<file path="src/rtl/full_st0_seq_ctrl_pkg.sv">
// Shared types and constants for the stage-0 fully-connected sequencer.
// Optional feature macro used by the files of this block: FULL_ST0_SEQ_ERROR_EN.
package full_st0_seq_ctrl_pkg;

  typedef enum logic [2:0] {
    ST_IDLE  = 3'd0,
    ST_LOAD  = 3'd1,
    ST_RUN   = 3'd2,
    ST_DRAIN = 3'd3,
    ST_ERROR = 3'd4
  } full_st0_seq_state_t;

  // First tap/bias row reserved for error staging; data rows live below it.
  localparam logic [3:0] ERR_ROW_BASE = 4'd12;

  localparam int DEF_PIPE_LAT = 6;
  localparam int DEF_PRE_LAT  = 4;

endpackage

</file>
<file path="src/rtl/full_st0_seq_ctrl_if.sv">
// Handshake and address bundle between the stage-0 sequencer (master) and
// the stage-0 output-control block / data source (slave).
// Optional feature macro: FULL_ST0_SEQ_ERROR_EN (error fields stay 0 without it).
interface full_st0_seq_ctrl_if;
  logic       data_valid;
  logic       stage_0_data_out_rdy;
  logic       error_valid;
  logic [5:0] data_write_addr;
  logic [5:0] data_read_addr;
  logic [3:0] tap_address;
  logic [3:0] bias_wr_address;
  logic       bias_wr_vld;
  logic       active_normal;
  logic       active_start_d;
  logic       active_pre;
  logic       active;
  logic [1:0] error_phase;
  logic [1:0] error_phase_read;
  logic       error_update_first;
  logic       error_update_latch;
  logic       read_finish;
  logic       busy;
  logic       load_drop;

  modport master (
    input  data_valid, stage_0_data_out_rdy, error_valid,
    output data_write_addr, data_read_addr, tap_address, bias_wr_address,
           bias_wr_vld, active_normal, active_start_d, active_pre, active,
           error_phase, error_phase_read, error_update_first,
           error_update_latch, read_finish, busy, load_drop
  );

  modport slave (
    output data_valid, stage_0_data_out_rdy, error_valid,
    input  data_write_addr, data_read_addr, tap_address, bias_wr_address,
           bias_wr_vld, active_normal, active_start_d, active_pre, active,
           error_phase, error_phase_read, error_update_first,
           error_update_latch, read_finish, busy, load_drop
  );
endinterface

</file>
<file path="src/rtl/full_st0_seq_delay.sv">
// Width x depth shift register used to align strobes and addresses with the
// datapath latency. Synchronous active-high reset empties the whole line.
module full_st0_seq_delay #(
  parameter int WIDTH = 1,
  parameter int DEPTH = 1
) (
  input  logic             clk,
  input  logic             reset,
  input  logic [WIDTH-1:0] data_i,
  output logic [WIDTH-1:0] data_o
);

  logic [WIDTH-1:0] sr_q [DEPTH];

  // Shift one stage per cycle; stalls enter as ordinary zero samples.
  always_ff @(posedge clk) begin
    if (reset) begin
      for (int i = 0; i < DEPTH; i++) sr_q[i] <= '0;
    end else begin
      sr_q[0] <= data_i;
      for (int i = 1; i < DEPTH; i++) sr_q[i] <= sr_q[i-1];
    end
  end

  assign data_o = sr_q[DEPTH-1];

endmodule

</file>
<file path="src/rtl/full_st0_seq_ctrl.sv">
// Stage-0 fully-connected sequencer: loads N_IN words, walks tap/data read
// addresses for one forward pass, aligns valid strobes to the pipeline and,
// when FULL_ST0_SEQ_ERROR_EN is defined, runs the error/tap-update phases.
//
// state    | meaning
// IDLE     | waiting for the first data word
// LOAD     | counting data words into the data memory
// RUN      | issuing tap/data reads, stalled by downstream ready
// DRAIN    | letting the delay lines empty (PIPE_LAT cycles)
// ERROR    | error phases: one first cycle plus a tap sweep per phase
module full_st0_seq_ctrl
  import full_st0_seq_ctrl_pkg::*;
#(
  parameter int N_IN       = 4,
  parameter int TAP_ROWS   = 12,
  parameter int PIPE_LAT   = DEF_PIPE_LAT,
  parameter int PRE_LAT    = DEF_PRE_LAT,
  parameter int ERR_PHASES = 4
) (
  input  logic                       clk,
  input  logic                       reset,
  full_st0_seq_ctrl_if.master        bus
);

  localparam logic [5:0] WORD_LAST  = 6'(N_IN - 1);
  // Data rows never spill into the error staging rows.
  localparam logic [3:0] TAP_LAST   = (TAP_ROWS > int'(ERR_ROW_BASE)) ?
                                      (ERR_ROW_BASE - 4'd1) : 4'(TAP_ROWS - 1);
  localparam logic [7:0] DRAIN_LAST = 8'(PIPE_LAT - 1);

  full_st0_seq_state_t state_q, state_d;
  logic [5:0] wr_q, wr_d;
  logic [5:0] rd_q, rd_d;
  logic [3:0] tap_q, tap_d;
  logic [7:0] drain_q, drain_d;
  logic       load_drop_q;
  logic       start_q;
  logic       issue;
  logic       finish;

`ifdef FULL_ST0_SEQ_ERROR_EN
  localparam logic [1:0] PH_LAST = 2'(ERR_PHASES - 1);
  logic [1:0] ph_q, ph_d;
  logic       lat_q, lat_d;
  logic       err_pend_q;
  logic [1:0] ph_dly_q;
  logic       err_first;
  logic       err_latch;
  logic       err_done;
`endif

  // Next-state and issue decode.
  always_comb begin
    state_d = state_q;
    wr_d    = wr_q;
    rd_d    = rd_q;
    tap_d   = tap_q;
    drain_d = drain_q;
    issue   = 1'b0;
    finish  = 1'b0;
`ifdef FULL_ST0_SEQ_ERROR_EN
    ph_d      = ph_q;
    lat_d     = lat_q;
    err_first = 1'b0;
    err_latch = 1'b0;
    err_done  = 1'b0;
`endif
    case (state_q)
      ST_IDLE, ST_LOAD: begin
        if (bus.data_valid) begin
          if (wr_q == WORD_LAST) begin
            wr_d    = '0;
            state_d = ST_RUN;
          end else begin
            wr_d    = wr_q + 6'd1;
            state_d = ST_LOAD;
          end
        end
      end
      ST_RUN: begin
        if (bus.stage_0_data_out_rdy) begin
          issue = 1'b1;
          if (tap_q == TAP_LAST) begin
            tap_d = '0;
            if (rd_q == WORD_LAST) begin
              rd_d    = '0;
              finish  = 1'b1;
              drain_d = DRAIN_LAST;
              state_d = ST_DRAIN;
            end else begin
              rd_d = rd_q + 6'd1;
            end
          end else begin
            tap_d = tap_q + 4'd1;
          end
        end
      end
      ST_DRAIN: begin
        if (drain_q == '0) begin
`ifdef FULL_ST0_SEQ_ERROR_EN
          state_d = err_pend_q ? ST_ERROR : ST_IDLE;
`else
          state_d = ST_IDLE;
`endif
        end else begin
          drain_d = drain_q - 8'd1;
        end
      end
`ifdef FULL_ST0_SEQ_ERROR_EN
      ST_ERROR: begin
        if (!lat_q) begin
          err_first = 1'b1;
          lat_d     = 1'b1;
        end else begin
          err_latch = 1'b1;
          if (tap_q == TAP_LAST) begin
            tap_d = '0;
            lat_d = 1'b0;
            if (ph_q == PH_LAST) begin
              ph_d     = '0;
              err_done = 1'b1;
              state_d  = ST_IDLE;
            end else begin
              ph_d = ph_q + 2'd1;
            end
          end else begin
            tap_d = tap_q + 4'd1;
          end
        end
      end
`endif
      default: state_d = ST_IDLE;
    endcase
  end

  // State, counters and the sticky drop flag.
  always_ff @(posedge clk) begin
    if (reset) begin
      state_q     <= ST_IDLE;
      wr_q        <= '0;
      rd_q        <= '0;
      tap_q       <= '0;
      drain_q     <= '0;
      load_drop_q <= 1'b0;
      start_q     <= 1'b0;
    end else begin
      state_q     <= state_d;
      wr_q        <= wr_d;
      rd_q        <= rd_d;
      tap_q       <= tap_d;
      drain_q     <= drain_d;
      load_drop_q <= load_drop_q | (bus.data_valid &&
                     (state_q == ST_RUN || state_q == ST_DRAIN || state_q == ST_ERROR));
      start_q     <= issue && (tap_q == '0);
    end
  end

`ifdef FULL_ST0_SEQ_ERROR_EN
  // Error phase tracking; a new error request wins over the exit clear.
  always_ff @(posedge clk) begin
    if (reset) begin
      ph_q       <= '0;
      lat_q      <= 1'b0;
      err_pend_q <= 1'b0;
      ph_dly_q   <= '0;
    end else begin
      ph_q       <= ph_d;
      lat_q      <= lat_d;
      err_pend_q <= (err_pend_q & ~err_done) | bus.error_valid;
      ph_dly_q   <= ph_q;
    end
  end

  assign bus.error_phase        = ph_dly_q;
  assign bus.error_phase_read   = ph_q;
  assign bus.error_update_first = err_first;
  assign bus.error_update_latch = err_latch;
`else
  logic       unused_error_valid;
  logic [1:0] unused_err_phases;
  assign unused_error_valid = bus.error_valid;
  assign unused_err_phases  = 2'(ERR_PHASES);

  assign bus.error_phase        = 2'd0;
  assign bus.error_phase_read   = 2'd0;
  assign bus.error_update_first = 1'b0;
  assign bus.error_update_latch = 1'b0;
`endif

  full_st0_seq_delay #(.WIDTH(1), .DEPTH(PIPE_LAT)) u_dly_active (
    .clk(clk), .reset(reset), .data_i(issue), .data_o(bus.active)
  );

  full_st0_seq_delay #(.WIDTH(1), .DEPTH(PRE_LAT)) u_dly_pre (
    .clk(clk), .reset(reset), .data_i(issue), .data_o(bus.active_pre)
  );

  full_st0_seq_delay #(.WIDTH(1), .DEPTH(PRE_LAT)) u_dly_bias_vld (
    .clk(clk), .reset(reset), .data_i(issue), .data_o(bus.bias_wr_vld)
  );

  full_st0_seq_delay #(.WIDTH(4), .DEPTH(PRE_LAT)) u_dly_bias_addr (
    .clk(clk), .reset(reset), .data_i(tap_q), .data_o(bus.bias_wr_address)
  );

  assign bus.data_write_addr = wr_q;
  assign bus.data_read_addr  = rd_q;
  assign bus.tap_address     = tap_q;
  assign bus.active_normal   = issue;
  assign bus.read_finish     = finish;
  assign bus.active_start_d  = start_q;
  assign bus.busy            = (state_q != ST_IDLE);
  assign bus.load_drop       = load_drop_q;

endmodule
</file>
<file path="src/flat_wrapper.sv">
// flat-port wrapper written by rule: the top's interface ports become plain ports
module full_st0_seq_ctrl_flat import full_st0_seq_ctrl_pkg::*;
#(
  parameter int N_IN       = 4,
  parameter int TAP_ROWS   = 12,
  parameter int PIPE_LAT   = DEF_PIPE_LAT,
  parameter int PRE_LAT    = DEF_PRE_LAT,
  parameter int ERR_PHASES = 4
)
  (clk, reset, bus_data_valid, bus_stage_0_data_out_rdy, bus_error_valid, bus_data_write_addr, bus_data_read_addr, bus_tap_address, bus_bias_wr_address, bus_bias_wr_vld, bus_active_normal, bus_active_start_d, bus_active_pre, bus_active, bus_error_phase, bus_error_phase_read, bus_error_update_first, bus_error_update_latch, bus_read_finish, bus_busy, bus_load_drop);
  full_st0_seq_ctrl_if bus_i ();
  input  logic clk;
  input  logic reset;
  input wire logic [$bits(bus_i.data_valid)-1:0] bus_data_valid;
  input wire logic [$bits(bus_i.stage_0_data_out_rdy)-1:0] bus_stage_0_data_out_rdy;
  input wire logic [$bits(bus_i.error_valid)-1:0] bus_error_valid;
  output wire logic [$bits(bus_i.data_write_addr)-1:0] bus_data_write_addr;
  output wire logic [$bits(bus_i.data_read_addr)-1:0] bus_data_read_addr;
  output wire logic [$bits(bus_i.tap_address)-1:0] bus_tap_address;
  output wire logic [$bits(bus_i.bias_wr_address)-1:0] bus_bias_wr_address;
  output wire logic [$bits(bus_i.bias_wr_vld)-1:0] bus_bias_wr_vld;
  output wire logic [$bits(bus_i.active_normal)-1:0] bus_active_normal;
  output wire logic [$bits(bus_i.active_start_d)-1:0] bus_active_start_d;
  output wire logic [$bits(bus_i.active_pre)-1:0] bus_active_pre;
  output wire logic [$bits(bus_i.active)-1:0] bus_active;
  output wire logic [$bits(bus_i.error_phase)-1:0] bus_error_phase;
  output wire logic [$bits(bus_i.error_phase_read)-1:0] bus_error_phase_read;
  output wire logic [$bits(bus_i.error_update_first)-1:0] bus_error_update_first;
  output wire logic [$bits(bus_i.error_update_latch)-1:0] bus_error_update_latch;
  output wire logic [$bits(bus_i.read_finish)-1:0] bus_read_finish;
  output wire logic [$bits(bus_i.busy)-1:0] bus_busy;
  output wire logic [$bits(bus_i.load_drop)-1:0] bus_load_drop;
  assign bus_i.data_valid = bus_data_valid;
  assign bus_i.stage_0_data_out_rdy = bus_stage_0_data_out_rdy;
  assign bus_i.error_valid = bus_error_valid;
  assign bus_data_write_addr = bus_i.data_write_addr;
  assign bus_data_read_addr = bus_i.data_read_addr;
  assign bus_tap_address = bus_i.tap_address;
  assign bus_bias_wr_address = bus_i.bias_wr_address;
  assign bus_bias_wr_vld = bus_i.bias_wr_vld;
  assign bus_active_normal = bus_i.active_normal;
  assign bus_active_start_d = bus_i.active_start_d;
  assign bus_active_pre = bus_i.active_pre;
  assign bus_active = bus_i.active;
  assign bus_error_phase = bus_i.error_phase;
  assign bus_error_phase_read = bus_i.error_phase_read;
  assign bus_error_update_first = bus_i.error_update_first;
  assign bus_error_update_latch = bus_i.error_update_latch;
  assign bus_read_finish = bus_i.read_finish;
  assign bus_busy = bus_i.busy;
  assign bus_load_drop = bus_i.load_drop;
  full_st0_seq_ctrl #(.N_IN(N_IN), .TAP_ROWS(TAP_ROWS), .PIPE_LAT(PIPE_LAT), .PRE_LAT(PRE_LAT), .ERR_PHASES(ERR_PHASES)) u_core (.clk(clk), .reset(reset), .bus(bus_i));
endmodule
</file>
<file path="config.mk">
export PLATFORM = sky130hd
export DESIGN_NAME = full_st0_seq_ctrl_flat
export DESIGN_NICKNAME = d
export VERILOG_FILES = /design/src/rtl/full_st0_seq_ctrl_pkg.sv /design/src/rtl/full_st0_seq_ctrl_if.sv /design/src/rtl/full_st0_seq_delay.sv /design/src/rtl/full_st0_seq_ctrl.sv /design/src/flat_wrapper.sv
export SDC_FILE = /design/constraint.sdc
export NUM_CORES = 1
export LEC_CHECK = 0
export CAP_MARGIN = 0
export CORE_MARGIN = 1.5
export CORE_UTILIZATION = 51
export DETAILED_ROUTE_END_ITERATION = 8
export PLACE_DENSITY_LB_ADDON = 0.15
export SLEW_MARGIN = 20
export SYNTH_ARGS = -nofsm -noshare
export SYNTH_HDL_FRONTEND = slang
export SYNTH_SLANG_ARGS = --single-unit
</file>
<file path="constraint.sdc">
create_clock -name clk -period 2.03 [get_ports clk]
set_clock_uncertainty 0.15 [all_clocks]
set_input_delay 0.609 -clock clk [delete_from_list [all_inputs] [get_ports clk]]
set_output_delay 0.609 -clock clk [all_outputs]
set_load 0.03 [all_outputs]
</file>
After elaboration in Yosys (flattened, before gate mapping) --
Memory sizes are Yosys's and may differ from the RTL's. Index checks and enable logic that the tools add are counted.
Word-level totals: output and inout bits 34, memory bits (writable) 30, memories 4, word-level logic and storage cells 104, bits of input ports 5, register bits after elaboration 29
Cells by class: equal/unequal tests 13, $add $sub $neg 4, bitwise gates (word level) 19, reductions and logical operators 15, multiplexer cells 42
Memories:
- u_core.u_dly_bias_addr.sr_q | depth 4, bits a word 4, read ports 4, clocked after memory_dff 0, wr ports 4, RTL line full_st0_seq_delay.sv:13 | logic [WIDTH-1:0] sr_q [DEPTH];
- u_core.u_dly_active.sr_q | depth 6, bits a word 1, read ports 6, clocked after memory_dff 0, wr ports 6, RTL line full_st0_seq_delay.sv:13
- u_core.u_dly_bias_vld.sr_q | depth 4, bits a word 1, read ports 4, clocked after memory_dff 0, wr ports 4, RTL line full_st0_seq_delay.sv:13
- u_core.u_dly_pre.sr_q | depth 4, bits a word 1, read ports 4, clocked after memory_dff 0, wr ports 4, RTL line full_st0_seq_delay.sv:13
Operators by type and width (count):
- two-way mux 8 bit | 4
- two-way mux 1 bit | 23
- two-way mux 4 bit | 5
- bitwise OR 1 bit | 19
- one-hot mux 8 bit (2 select lines) | 1
- two-way mux 3 bit | 5
- adder 6 x 1 -> 6 bit (second input constant) | 2
- == test 6 x 2 -> 1 bit (second input constant) | 2
- two-way mux 6 bit | 2
- AND reduction 5 bit | 2
- one-hot mux 3 bit (3 select lines) | 1
- zero test 8 bit | 1
- subtractor 8 x 1 -> 8 bit (second input constant) | 1
- == test 3 x 2 -> 1 bit (second input constant) | 2
- inequality test 2 x 1 -> 1 bit (second input constant) | 3
- inequality test 2 bit (second input constant) | 3
- adder 4 x 1 -> 4 bit (second input constant) | 1
- == test 4 bit (second input constant) | 1
- zero test 4 bit | 1
- AND reduction 2 bit | 2
- == test 3 x 1 -> 1 bit (second input constant) | 1
- == test 3 bit (second input constant) | 1
- zero test 3 bit | 1
- AND reduction 3 bit | 1
- 6 further kinds | 8

Depth between registers and ports, before layout --
Gate-level depths: netlist (run 1).
depth in word-level cells 5, gate-level depth with buffers 7

Hierarchy --
A second synthesis (run 1) with hierarchy kept.
Second synthesis, totals: cell total of the unflattened synthesis 230, area, all modules 2273.4 um^2
Modules (own cells, without submodules):
- full_st0_seq_ctrl | times used 1, area an instance 1441.4 um^2, seq. area each 560.5 um^2, cells each 169
- full_st0_seq_delay (u_core.u_dly_bias_addr) | times used 1, area an instance 464.2 um^2, seq. area each 320.3 um^2, cells each 33
- full_st0_seq_delay (u_core.u_dly_bias_vld ...) | times used 2, area an instance 105.1 um^2, seq. area each 80.1 um^2, cells each 8
- full_st0_seq_delay (u_core.u_dly_active) | times used 1, area an instance 157.7 um^2, seq. area each 120.1 um^2, cells each 12

Worst setup path after synthesis (run 1) --
Ideal clock, no wire load.
path kind reg-to-output, start reg u_core.tap_q[0] (netlist: u_core.bus.tap_address[0]), end out bus_read_finish, data arrival time 1.410 ns, setup slack -0.139 ns, stages on the path, launching flop included 6, data required time 1.271 ns, path through dfxtp_1 > ha_1 > and3b_1 > buf_2 > nand4_2 > clkinv_2
On the way: cells in the longest elaborated chain, start to end 4
Ends and longest elaborated chain:
- start: declaration | RTL line full_st0_seq_ctrl.sv:34 | logic [3:0] tap_q, tap_d;
- start signal: assignment | RTL line full_st0_seq_ctrl.sv:150 | tap_q <= tap_d;
- == test 4 bit | RTL line full_st0_seq_ctrl.sv:83 | if (tap_q == TAP_LAST) begin
- two-way mux 1 bit | RTL line full_st0_seq_ctrl.sv:83
- two-way mux 1 bit | RTL line full_st0_seq_ctrl.sv:81 | if (bus.stage_0_data_out_rdy) begin
- two-way mux 1 bit | RTL line full_st0_seq_ctrl.sv:68 | case (state_q)
- end: declaration | RTL line flat_wrapper.sv:30 | output wire logic [$bits(bus_i.read_finish)-1:0] bus_read_finish;
No other way between the ends.

Worst setup path in the final report (run 1) --
start reg u_core.rd_q[1] (netlist: u_core.bus.data_read_addr[1]), end out bus_read_finish
On the way: cells in the longest elaborated chain, start to end 5
Ends and longest elaborated chain:
- start: declaration | RTL line full_st0_seq_ctrl.sv:33 | logic [5:0] rd_q, rd_d;
- start signal: assignment | RTL line full_st0_seq_ctrl.sv:149 | rd_q <= rd_d;
- == test 6 x 2 -> 1 bit | RTL line full_st0_seq_ctrl.sv:85 | if (rd_q == WORD_LAST) begin
- two-way mux 1 bit | RTL line full_st0_seq_ctrl.sv:85
- two-way mux 1 bit | RTL line full_st0_seq_ctrl.sv:83
- two-way mux 1 bit | RTL line full_st0_seq_ctrl.sv:81
- two-way mux 1 bit | RTL line full_st0_seq_ctrl.sv:68
No other way between the ends.

==> out/qor.csv, run 1 <==
metric,value,unit
fin nets,279,
failing checks,negative setup slack,
simple-gate share of the synthesized area,0.281,
worst setup path class,register to output port,
FF-to-FF path depth,6,
H-tree depth,2,
drt via density,5.13,
total clock buffers created by CTS,5,
CP peak stage delay,0.36,ns
Synth Register Bits,50,
largest family of logic cells by synthesized area,simple AND/OR/NAND/NOR gates,
DRT antenna net count,0,
Final Hold Fails,0,
Mapped Cells,219,
M1 WL,1870,µm
"Seq/Total Area, Yosys",0.481,
Hold Path Stages,1,
outcome,"complete, but fails checks",
first-pass GRT wire length,6420,µm
Period minus WS final,2.17,ns
syn_area_per_cell,9.51,µm²
die width,66.9,µm
Setup-failing EPs final,1,
standard-cell row count,23,
Synth area leaders,"dfxtp_1 (48%), nor2b_1 (6.0%), nor2_1 (4.0%), ha_1 (3.6%), a21oi_1 (3.1%)",
CP endpoint,bus_read_finish,
Max IR drop VDD,0.479,mV
core area,3970,µm²
Hold Path Class,register to register,
Worst EP arrival,1.41,ns
WL/cell,12.3,µm
Clk network pwr share,0.357,
Synth Warn #,0,
hold bufs inserted after CTS,0,
internal power,1280,µW
First-pass DRT Iterations,4,
CP required,1.27,ns
r2r endpoint,u_core.drain_q[6]$_SDFFE_PP0P_,
height of the die,66.9,µm
initial antenna violation count,0,
Critical path origin,u_core.bus.data_read_addr[1]$_SDFFE_PP0P_,
Post-DP HPWL,2740,µm
"area leader, netlist",dfxtp_1,
ys flop type,dfxtp_1,
CP Launch Type,register,
Synth top area share,0.481,
Clock Sinks,50,
IO Count,39,
post-place instance area,2530,µm²
worst-path cell chain,"ha_4, nor4b_4, nand4_4, clkinv_4, buf_6",
final core utilization,0.670,
Final WS setup,-0.136,ns
worst-skew pair later-pin latency,0.30,ns
fin. max-slew vios,0,
XOR/XNOR Fraction of Synth Area,0.0379,
crit end category,output port,
Sw Ratio,0.251,
ratio of cells with drive above 1 in the final layout,0.190,
Vias,1636,
Logic pwr share,0.060,
fill count,343,
Buf/Inv on CP,2,
max cap viols,0,
GRT overflow,0,
largest net degree at the start of global routing,33,
"CTS clk-pin slew, worst paths",0.10,ns
Die Footprint,4470,µm²
vias in the first global route,1464,
Top delay family on crit path,simple AND/OR/NAND/NOR gates,
GRT Total Usage,0.188,
Post-synth EDFFs,0,
pwr/cell area,641,nW/µm²
top sig layer,met4,
fin area,2660,µm²
Longest Clk Path Bufs,2,
routed wire length,3910,µm
number of DRC markers in iteration 0,82,
FMAX,462,MHz
Sequential Power Share,0.583,
Inserted Diodes,0,
r2r setup slk,0.20,ns
Synth Area in Adders,0.0361,
setup TNS,-0.136,ns
instance count on the critical path,5,
Initial Util,0.524,
r2r startpoint,u_core.drain_q[0]$_SDFFE_PP0P_,
Port Buffers,31,
Cell variety after synth,53,
P&R area growth vs syn,27.8,%
Final Cycle Share,1.07,
post-synthesis mux area share,0.00481,
Lkg Pwr,0.00118,µW
unrepaired setup endpoints after global routing,yes,
met3 wire length,166,µm
CP max FO,2,
net load switching power,429,µW
Synth async-reset ratio,0,
DRC,0,
Post-Synthesis Cell Area,2080,µm²
DR WL met2,1800,µm
Synth Area in Compound Gates,0.103,
Crit-path slowest cell,dfxtp_2,
RD Place Congestion,0.804,
clk root buf,clkbuf_8,
TritonCTS clock tree,built,
==> registers in the layout, indices dropped and copies added (netlist names), 2 cells and up <==
register,count
u_core.bus.tap_address,4
u_core.state_q,2
u_core.u_dly_active.sr_q,2
u_core.bus.data_read_addr,6
u_core.u_dly_pre.sr_q,3
u_core.bus.data_write_addr,6
u_core.drain_q,8
u_core.u_dly_bias_addr.sr_q,16
==> power groups by stage <==
| stage | Clock, µW | Combinational (µW) | Sequential, µW |
|---|---|---|---|
| 6_report | 609 | 103 | 995 |
| 4_1_cts | 621 | 101 | 996 |
| 5_1_grt | 659 | 113 | 996 |
| 3_5_place_dp | 0 | 104 | 1020 |
| 3_3_place_gp | 0 | 103 | 1020 |
| 2_1_floorplan | 0 | 65.1 | 1030 |
==> timing repair <==
action | in CTS | in global routing
pin swaps | 0 | 2
gates resized for setup | 33 | 5
endpoints found under the setup margin | 28 | 3
setup buffers | 2 | 1
==> cell usage after synthesis, drive strengths merged (2+ instances only) <==
master and number:
dfxtp 50, nor2 23, nor2b 20, nand2 15
a21oi 14, buf 10, nand3 9, inv 7
ha 6, nand4 6, xor2 6, nor3 5
clkbuf 4, o21ai 4, and2 3, nor4 3
xnor2 3, a211oi 2, a22oi 2, and3 2
nand3b 2, o31ai 2, or3 2
==> final cells by class <==
class	instances	area [µm²]	share of cell area
timing repair buffer	51	445	0.167
clock buffer	5	68.8	0.0259
inverter	8	35.0	0.0132
clock inverter	3	26.3	0.00988
sequential	50	1010	0.381
multi-input combinational	152	1010	0.379
tap	50	62.6	0.0235
==> logic make-up after synthesis <==
group,count (synthesis)
adders and majority gates,6
other,1
muxes,1
DFF,50
buffers and inverters,22
and+or+nand+nor,98
xor gates and xnor gates,9
AOI/OAI and AO/OA,32
==> through the flow <==
step	std cells	setup slack [ns]	hold slack, ns	total power (µW)
3_5_place_dp	308	-0.360	0.276	1120
5_1_grt	319	-0.212	0.309	1770
6_report	319	-0.136	0.294	1710
3_3_place_gp	308	-0.355	0.265	1120
2_1_floorplan	224	0.00501	0.264	1090
4_1_cts	318	-0.187	0.300	1720
==> metal layers <==
metal	GRT usage	up-vias
met2	0.313	40
met5	0	-
met4	0.0816	0
met1	0.232	753
li1	-	837
met3	0.0439	6
==> how the worst min path moves through the flow <==
stage / slack [ns] / end / startpoint
after floorplan: 0.26 / u_core.u_dly_active.sr_q[5]$_SDFF_PP0_ / u_core.u_dly_active.sr_q[4]$_SDFF_PP0_
after global placement: 0.27 / u_core.u_dly_bias_addr.sr_q[3][2]$_SDFF_PP0_ / u_core.u_dly_bias_addr.sr_q[2][2]$_SDFF_PP0_
after detailed placement: 0.28 / u_core.u_dly_bias_addr.sr_q[1][0]$_SDFF_PP0_ / u_core.u_dly_bias_addr.sr_q[0][0]$_SDFF_PP0_
after CTS: 0.30 / u_core.u_dly_bias_addr.sr_q[2][1]$_SDFF_PP0_ / u_core.u_dly_bias_addr.sr_q[1][1]$_SDFF_PP0_
final: 0.29 / u_core.u_dly_bias_addr.sr_q[3][2]$_SDFF_PP0_ / u_core.u_dly_bias_addr.sr_q[2][2]$_SDFF_PP0_
after global routing: 0.31 / u_core.u_dly_pre.sr_q[2]$_SDFF_PP0_ / u_core.u_dly_pre.sr_q[1]$_SDFF_PP0_
==> cell usage in the layout (no fill, tap or decap), drive strengths merged, types with 2 or more instances in the layout <==
cell type	instances
inv	9
nand2	15
dfxtp	50
clkbuf	5
nor3	5
conb	6
o21ai	4
nor2b	20
nand3b	2
or3	2
buf	23
ha	6
nor2	23
a21oi	14
o31ai	2
a22oi	2
xor2	6
a211oi	2
clkinv	2
xnor2	3
nand4	6
dlygate4sd2	25
and3	2
and2	3
clkdlybuf4s50	2
nand3	9
nor4	3
==> worst reg2reg max path, cell delays in order (launching register included) <==
cell and delay (ns):
dfxtp_1 0.33, inv_1 0.13, ha_1 0.22, or3b_1 0.41
nor3_1 0.17, o22ai_1 0.11, a31o_1 0.22
No activity file was read; power rests on OpenSTA's default activity.
==> run 2: changes to the inputs <==
- CORE_MARGIN: 1.5 -> default
==> run 2 against run 1 <==
The flow still finishes with violations (negative setup slack). Critical path type unchanged. Global-route usage is 1.0 points higher. Non-clock buffer count is 2 higher. Critical path depth unchanged.
==> out/qor.csv, run 2 (synthesis results as in run 1) <==
metric,value,unit,change
Setup-failing EPs final,1,,unchanged
Initial Util,0.548,,was 0.524
drt via density,5.18,,was 5.13
biggest regs,"u_core.u_dly_bias_addr.sr_q x16, u_core.drain_q x8",,unchanged
RD Place Congestion,0.803,,was 0.804
multi-input logic area,998,µm²,was 1010 µm²
Max IR drop VDD,0.494,mV,was 0.479 mV
Final Cycle Share,1.07,,about the same
DRT antenna net count,0,,unchanged
core area,3800,µm²,was 3970 µm²
Hold Path Stages,1,,unchanged
failing checks,negative setup slack,,unchanged
Post-DP HPWL,2850,µm,was 2740 µm
routed wire length,3980,µm,was 3910 µm
pwr/cell area,641,nW/µm²,about the same
FF/Latch Area,1010,µm²,about the same
Post-Place Worst Slack,-0.368,ns,was -0.360 ns
Crit-path slowest cell,dfxtp_2,,unchanged
crit end category,output port,,unchanged
total clock buffers created by CTS,5,,unchanged
hold bufs inserted after CTS,0,,unchanged
CP required,1.27,ns,about the same
Clock Sinks,50,,unchanged
M1 WL,1910,µm,was 1870 µm
initial antenna violation count,0,,unchanged
r2r startpoint,u_core.drain_q[0]$_SDFFE_PP0P_,,unchanged
net load switching power,418,µW,was 429 µW
Worst EP arrival,1.42,ns,was 1.41 ns
height of the die,65.9,µm,was 66.9 µm
Longest Clk Path Bufs,2,,unchanged
CP max FO,3,,was 2
first-pass GRT wire length,6570,µm,was 6420 µm
Clk network pwr share,0.352,,was 0.357
worst slew pin tran,0.517,ns,
Final Hold Fails,0,,unchanged
H-tree depth,2,,unchanged
worst-skew pair later-pin latency,0.30,ns,about the same
largest net degree at the start of global routing,21,,was 33
GRT Total Usage,0.198,,was 0.188
r2r setup slk,0.17,ns,was 0.20 ns
CP endpoint,bus_read_finish,,unchanged
IO Count,39,,unchanged
Vias,1652,,was 1636
outcome,"complete, but fails checks",,unchanged
Inserted Diodes,0,,unchanged
Die Footprint,4340,µm²,was 4470 µm²
"most common cell after layout, fill and taps aside",dfxtp_1,,unchanged
Lkg Pwr,0.00120,µW,was 0.00118 µW
fin. max-slew vios,0,,unchanged
WL/cell,12.5,µm,was 12.3 µm
DR WL met2,1890,µm,was 1800 µm
r2r endpoint,u_core.drain_q[6]$_SDFFE_PP0P_,,unchanged
GRT overflow,0,,unchanged
ratio of cells with drive above 1 in the final layout,0.196,,was 0.190
TritonCTS clock tree,built,,unchanged
Logic pwr share,0.061,,was 0.060
unrepaired setup endpoints after global routing,yes,,unchanged
worst-path cell chain,"ha_4, nor4b_4, nand4_2, clkinv_4, buf_6",,"was ha_4, nor4b_4, nand4_4, clkinv_4, buf_6"
"commonest cells after routing, fill and taps aside","dfxtp_1 (46), dlygate4sd2_1 (24), nor2_1 (22), buf_4 (22), nor2b_1 (20)",,"was dfxtp_1 (44), dlygate4sd2_1 (25), nor2_1 (22)"
vias in the first global route,1470,,was 1464
FMAX,459,MHz,was 462 MHz
Slew HR,0.652,,
worst hold slack,0.288,ns,was 0.294 ns
CP peak stage delay,0.36,ns,about the same
die width,65.9,µm,was 66.9 µm
internal power,1280,µW,about the same
CP Launch Type,register,,unchanged
Port Buffers,31,,unchanged
standard-cell row count,22,,was 23
Sw Ratio,0.246,,was 0.251
Sequential Power Share,0.586,,was 0.583
met3 wire length,154,µm,was 166 µm
First-pass DRT Iterations,4,,unchanged
Top reg by flops,u_core.u_dly_bias_addr.sr_q,,unchanged
FF-to-FF path depth,6,,unchanged
Final WS setup,-0.151,ns,was -0.136 ns
clk root buf,clkbuf_8,,unchanged
top sig layer,met4,,unchanged
number of flip-flops in the largest register,16,,unchanged
fill count,315,,was 343
"CTS clk-pin slew, worst paths",0.10,ns,about the same
max cap viols,0,,unchanged
Critical path origin,u_core.bus.data_read_addr[0]$_SDFFE_PP0P_,,was u_core.bus.data_read_addr[1]$_SDFFE_PP0P_
number of DRC markers in iteration 0,115,,was 82
Period minus WS final,2.18,ns,was 2.17 ns
P&R area growth vs syn,27.2,%,was 27.8%
fin nets,281,,was 279
Hold Path Class,register to register,,unchanged
worst setup path class,register to output port,,unchanged
DRC,0,,unchanged
[run 2: area by class of cell]
type | count | area share
inverters | 8 | 0.0132
clock buffers | 5 | 0.0260
well taps | 48 | 0.0227
flip-flops and latches | 50 | 0.380
clock inverters | 3 | 0.00992
repair buffers | 53 | 0.171
multi-input cells | 152 | 0.377
[run 2: routing by layer]
layer	up-vias	GRT usage
li1	838	-
met2	41	0.332
met3	5	0.0431
met1	768	0.251
met5	-	0
met4	0	0.0652
[run 2: worst max-delay path, delay by kind of cell (launching register included)]
kind | cells | cell delay (ns)
buffers and inverters | 2 | 0.20
flip-flops | 1 | 0.36
adder cells (fa/ha/maj) | 1 | 0.14
AND/OR/NAND/NOR | 2 | 0.41
[run 2: through the flow]
| stage | power [µW] | area, µm² | instances | utilization | setup TNS, ns |
|---|---|---|---|---|---|
| after detailed placement | 1130 | 2540 | 308 | 0.670 | -1.84 |
| after floorplan | 1090 | 2110 | 224 | - | 0 |
| final | 1700 | 2650 | 319 | 0.697 | -0.151 |
| after global routing | 1770 | 2650 | 319 | 0.697 | -0.221 |
| after CTS | 1710 | 2620 | 317 | 0.689 | -0.235 |
| after global placement | 1130 | 2540 | 308 | 0.670 | -1.50 |
[run 2: timing repair]
item	in CTS	in global routing
setup buffers	1	2
resized for setup	27	7
pin swaps	0	2
setup endpoints to repair	27	2
[run 2: power groups by stage]
| stage | Sequential (µW) | Combinational [µW] | Clock (µW) |
|---|---|---|---|
| after global routing | 997 | 112 | 659 |
| after detailed placement | 1020 | 109 | 0 |
| final | 995 | 104 | 598 |
| after CTS | 996 | 104 | 613 |
| after floorplan | 1030 | 65.1 | 0 |
| after global placement | 1020 | 107 | 0 |
[run 2: worst min path at each step]
stage | slack [ns] | end | startpoint
after floorplan | 0.26 | u_core.u_dly_active.sr_q[5]$_SDFF_PP0_ | u_core.u_dly_active.sr_q[4]$_SDFF_PP0_
after global placement | 0.27 | u_core.u_dly_bias_addr.sr_q[2][3]$_SDFF_PP0_ | u_core.u_dly_bias_addr.sr_q[1][3]$_SDFF_PP0_
after detailed placement | 0.27 | u_core.u_dly_bias_addr.sr_q[2][1]$_SDFF_PP0_ | u_core.u_dly_bias_addr.sr_q[1][1]$_SDFF_PP0_
after CTS | 0.29 | u_core.u_dly_bias_addr.sr_q[1][2]$_SDFF_PP0_ | u_core.u_dly_bias_addr.sr_q[0][2]$_SDFF_PP0_
after global routing | 0.30 | u_core.u_dly_bias_addr.sr_q[1][0]$_SDFF_PP0_ | u_core.u_dly_bias_addr.sr_q[0][0]$_SDFF_PP0_
final | 0.29 | u_core.u_dly_bias_addr.sr_q[1][2]$_SDFF_PP0_ | u_core.u_dly_bias_addr.sr_q[0][2]$_SDFF_PP0_
==> run 3: changes to the inputs <==
- SKIP_CTS_REPAIR_TIMING: default -> 1
==> run 3 against run 2 <==
The run still ends with negative setup slack left. Non-clock buffer count fell by 2. Critical endpoint unchanged. Critical path depth unchanged. Sequential share of layout area is 1.1 points lower. Largest cell class unchanged. Flip-flop and latch count is the same. Clock power hardly changed. Count of clock-buffer cells in the layout unchanged. Final cell count down 0.63%. Register-to-register slack is essentially flat.
==> out/qor.csv, run 3 (synthesis results as in run 1) <==
metric,value,unit,change
outcome,"complete, but fails checks",,unchanged
failing checks,negative setup slack,,unchanged
P&R area growth vs syn,31.1,%,was 27.2%
placed insts,308,,unchanged
initial antenna violation count,0,,unchanged
Power Total,1700,µW,about the same
GRT overflow,0,,unchanged
Period minus WS final,2.17,ns,was 2.18 ns
ratio of cells with drive above 1 in the final layout,0.186,,was 0.196
Slew HR,0.652,,about the same
Inserted Diodes,0,,unchanged
Lkg Pwr,0.00155,µW,was 0.00120 µW
setup TNS,-0.143,ns,was -0.151 ns
DRT antenna net count,0,,unchanged
total clock buffers created by CTS,5,,unchanged
"most common cell after layout, fill and taps aside",dfxtp_1,,unchanged
vias in the first global route,1465,,was 1470
drt via density,5.21,,was 5.18
IO Count,39,,unchanged
CP max FO,5,,was 3
height of the die,65.9,µm,unchanged
Vias,1653,,was 1652
Hold Crit Endpoint,u_core.u_dly_bias_addr.sr_q[1][2]$_SDFF_PP0_,,unchanged
Port Buffers,31,,unchanged
FF-to-FF path depth,6,,unchanged
number of DRC markers in iteration 0,95,,was 115
GRT Total Usage,0.198,,unchanged
routed wire length,3990,µm,was 3980 µm
die width,65.9,µm,unchanged
Initial Util,0.548,,unchanged
"commonest cells after routing, fill and taps aside","dfxtp_1 (45), dlymetal6s2s_1 (26), nor2_1 (22)",,"was dfxtp_1 (46), dlygate4sd2_1 (24), nor2_1 (22), buf_4 (22), nor2b_1 (20)"
TritonCTS clock tree,built,,unchanged
pwr/cell area,624,nW/µm²,was 641 nW/µm²
max cap viols,0,,unchanged
crit end category,output port,,unchanged
core area,3800,µm²,unchanged
worst-path cell chain,"ha_1, and3b_1, nand4_2, clkinv_4, buf_6",,"was ha_4, nor4b_4, nand4_2, clkinv_4, buf_6"
FMAX,460,MHz,was 459 MHz
fin. max-slew vios,0,,unchanged
Worst Min Path Start,u_core.u_dly_bias_addr.sr_q[0][2]$_SDFF_PP0_,,unchanged
Worst EP arrival,1.41,ns,was 1.42 ns
First-pass DRT Iterations,4,,unchanged
first-pass GRT wire length,6570,µm,unchanged
Crit-path slowest cell,dfxtp_2,,unchanged
H-tree depth,2,,unchanged
worst setup path class,register to output port,,unchanged
Die Footprint,4340,µm²,unchanged
clk root buf,clkbuf_8,,unchanged
r2r setup slk,0.17,ns,about the same
DRC,0,,unchanged
Setup-failing EPs final,1,,unchanged
Max IR drop VDD,0.498,mV,was 0.494 mV
worst-skew pair later-pin latency,0.30,ns,about the same
standard-cell row count,22,,unchanged
Final Cycle Share,1.07,,about the same
Top reg by flops,u_core.u_dly_bias_addr.sr_q,,unchanged
CP required,1.27,ns,about the same
number of flip-flops in the largest register,16,,unchanged
CP peak stage delay,0.37,ns,was 0.36 ns
largest net degree at the start of global routing,21,,unchanged
Hold Path Class,register to register,,unchanged
Layout Cells excl Fill,317,,was 319
"CTS clk-pin slew, worst paths",0.10,ns,about the same
unrepaired setup endpoints after global routing,yes,,unchanged
Final Hold Fails,0,,unchanged
RD Place Congestion,0.803,,unchanged
r2r endpoint,u_core.drain_q[5]$_SDFFE_PP0P_,,was u_core.drain_q[6]$_SDFFE_PP0P_
biggest regs,"u_core.u_dly_bias_addr.sr_q x16, u_core.drain_q x8",,unchanged
Clock Sinks,50,,unchanged
r2r startpoint,u_core.drain_q[0]$_SDFFE_PP0P_,,unchanged
CP Launch Type,register,,unchanged
final core utilization,0.718,,was 0.697
Hold Path Stages,1,,unchanged
worst slew pin tran,0.518,ns,was 0.517 ns
WL/cell,12.6,µm,was 12.5 µm
Post-DP HPWL,2850,µm,unchanged
fin nets,279,,was 281
Final WS setup,-0.143,ns,was -0.151 ns
Longest Clk Path Bufs,2,,unchanged
[run 3: worst max path at each step]
| stage | start | endpoint | slack [ns] | depth (start not counted) |
|---|---|---|---|---|
| 2_1_floorplan | u_core.bus.tap_address[0]$_SDFFE_PP0P_ | bus_read_finish | 0.005 | 5 |
| 3_3_place_gp | bus_stage_0_data_out_rdy | bus_read_finish | -0.35 | 6 |
| 3_5_place_dp | bus_stage_0_data_out_rdy | bus_read_finish | -0.37 | 6 |
| 4_1_cts | bus_stage_0_data_out_rdy | bus_read_finish | -0.38 | 6 |
| 5_1_grt | u_core.bus.data_read_addr[0]$_SDFFE_PP0P_ | bus_read_finish | -0.22 | 5 |
| 6_report | u_core.bus.tap_address[0]$_SDFFE_PP0P_ | bus_read_finish | -0.14 | 5 |
[run 3: layer usage]
layer | track usage | part of all wire | routed length [µm]
met5 | 0 | 0 | 0
met4 | 0.0652 | 0.0080 | 32
met3 | 0.0431 | 0.039 | 155
met2 | 0.332 | 0.47 | 1870
met1 | 0.251 | 0.48 | 1930
[run 3: area by class of cell]
class	count	area (µm²)
inverters	8	35.0
repair buffers	51	534
flip-flops and latches	50	1010
clock inverters	3	26.3
well taps	48	60.1
clock buffers	5	68.8
multi-input cells	152	997
fillers	291	1070
[run 3: metrics by stage]
step	hold WS (ns)	area, µm²	setup WS (ns)
detailed placement	0.272	2540	-0.368
global placement	0.267	2540	-0.350
CTS	0.289	2640	-0.375
global route	0.297	2730	-0.221
finish	0.287	2730	-0.143
floorplan	0.264	2110	0.00501
[run 3: where the power goes]
part	switching [µW]	leakage (µW)	internal (µW)	total [µW]
combinational	65.9	0.00109	41.2	107
clock	347	0.0000491	254	601
sequential	7.52	0.000406	988	996
[run 3: critical path, delay by kind of cell (launching register included)]
family                   cells  cell delay, ns
adder cells (fa/ha/maj)      1            0.16
buffers and inverters        2            0.20
AND/OR/NAND/NOR              2            0.39
flip-flops                   1            0.37
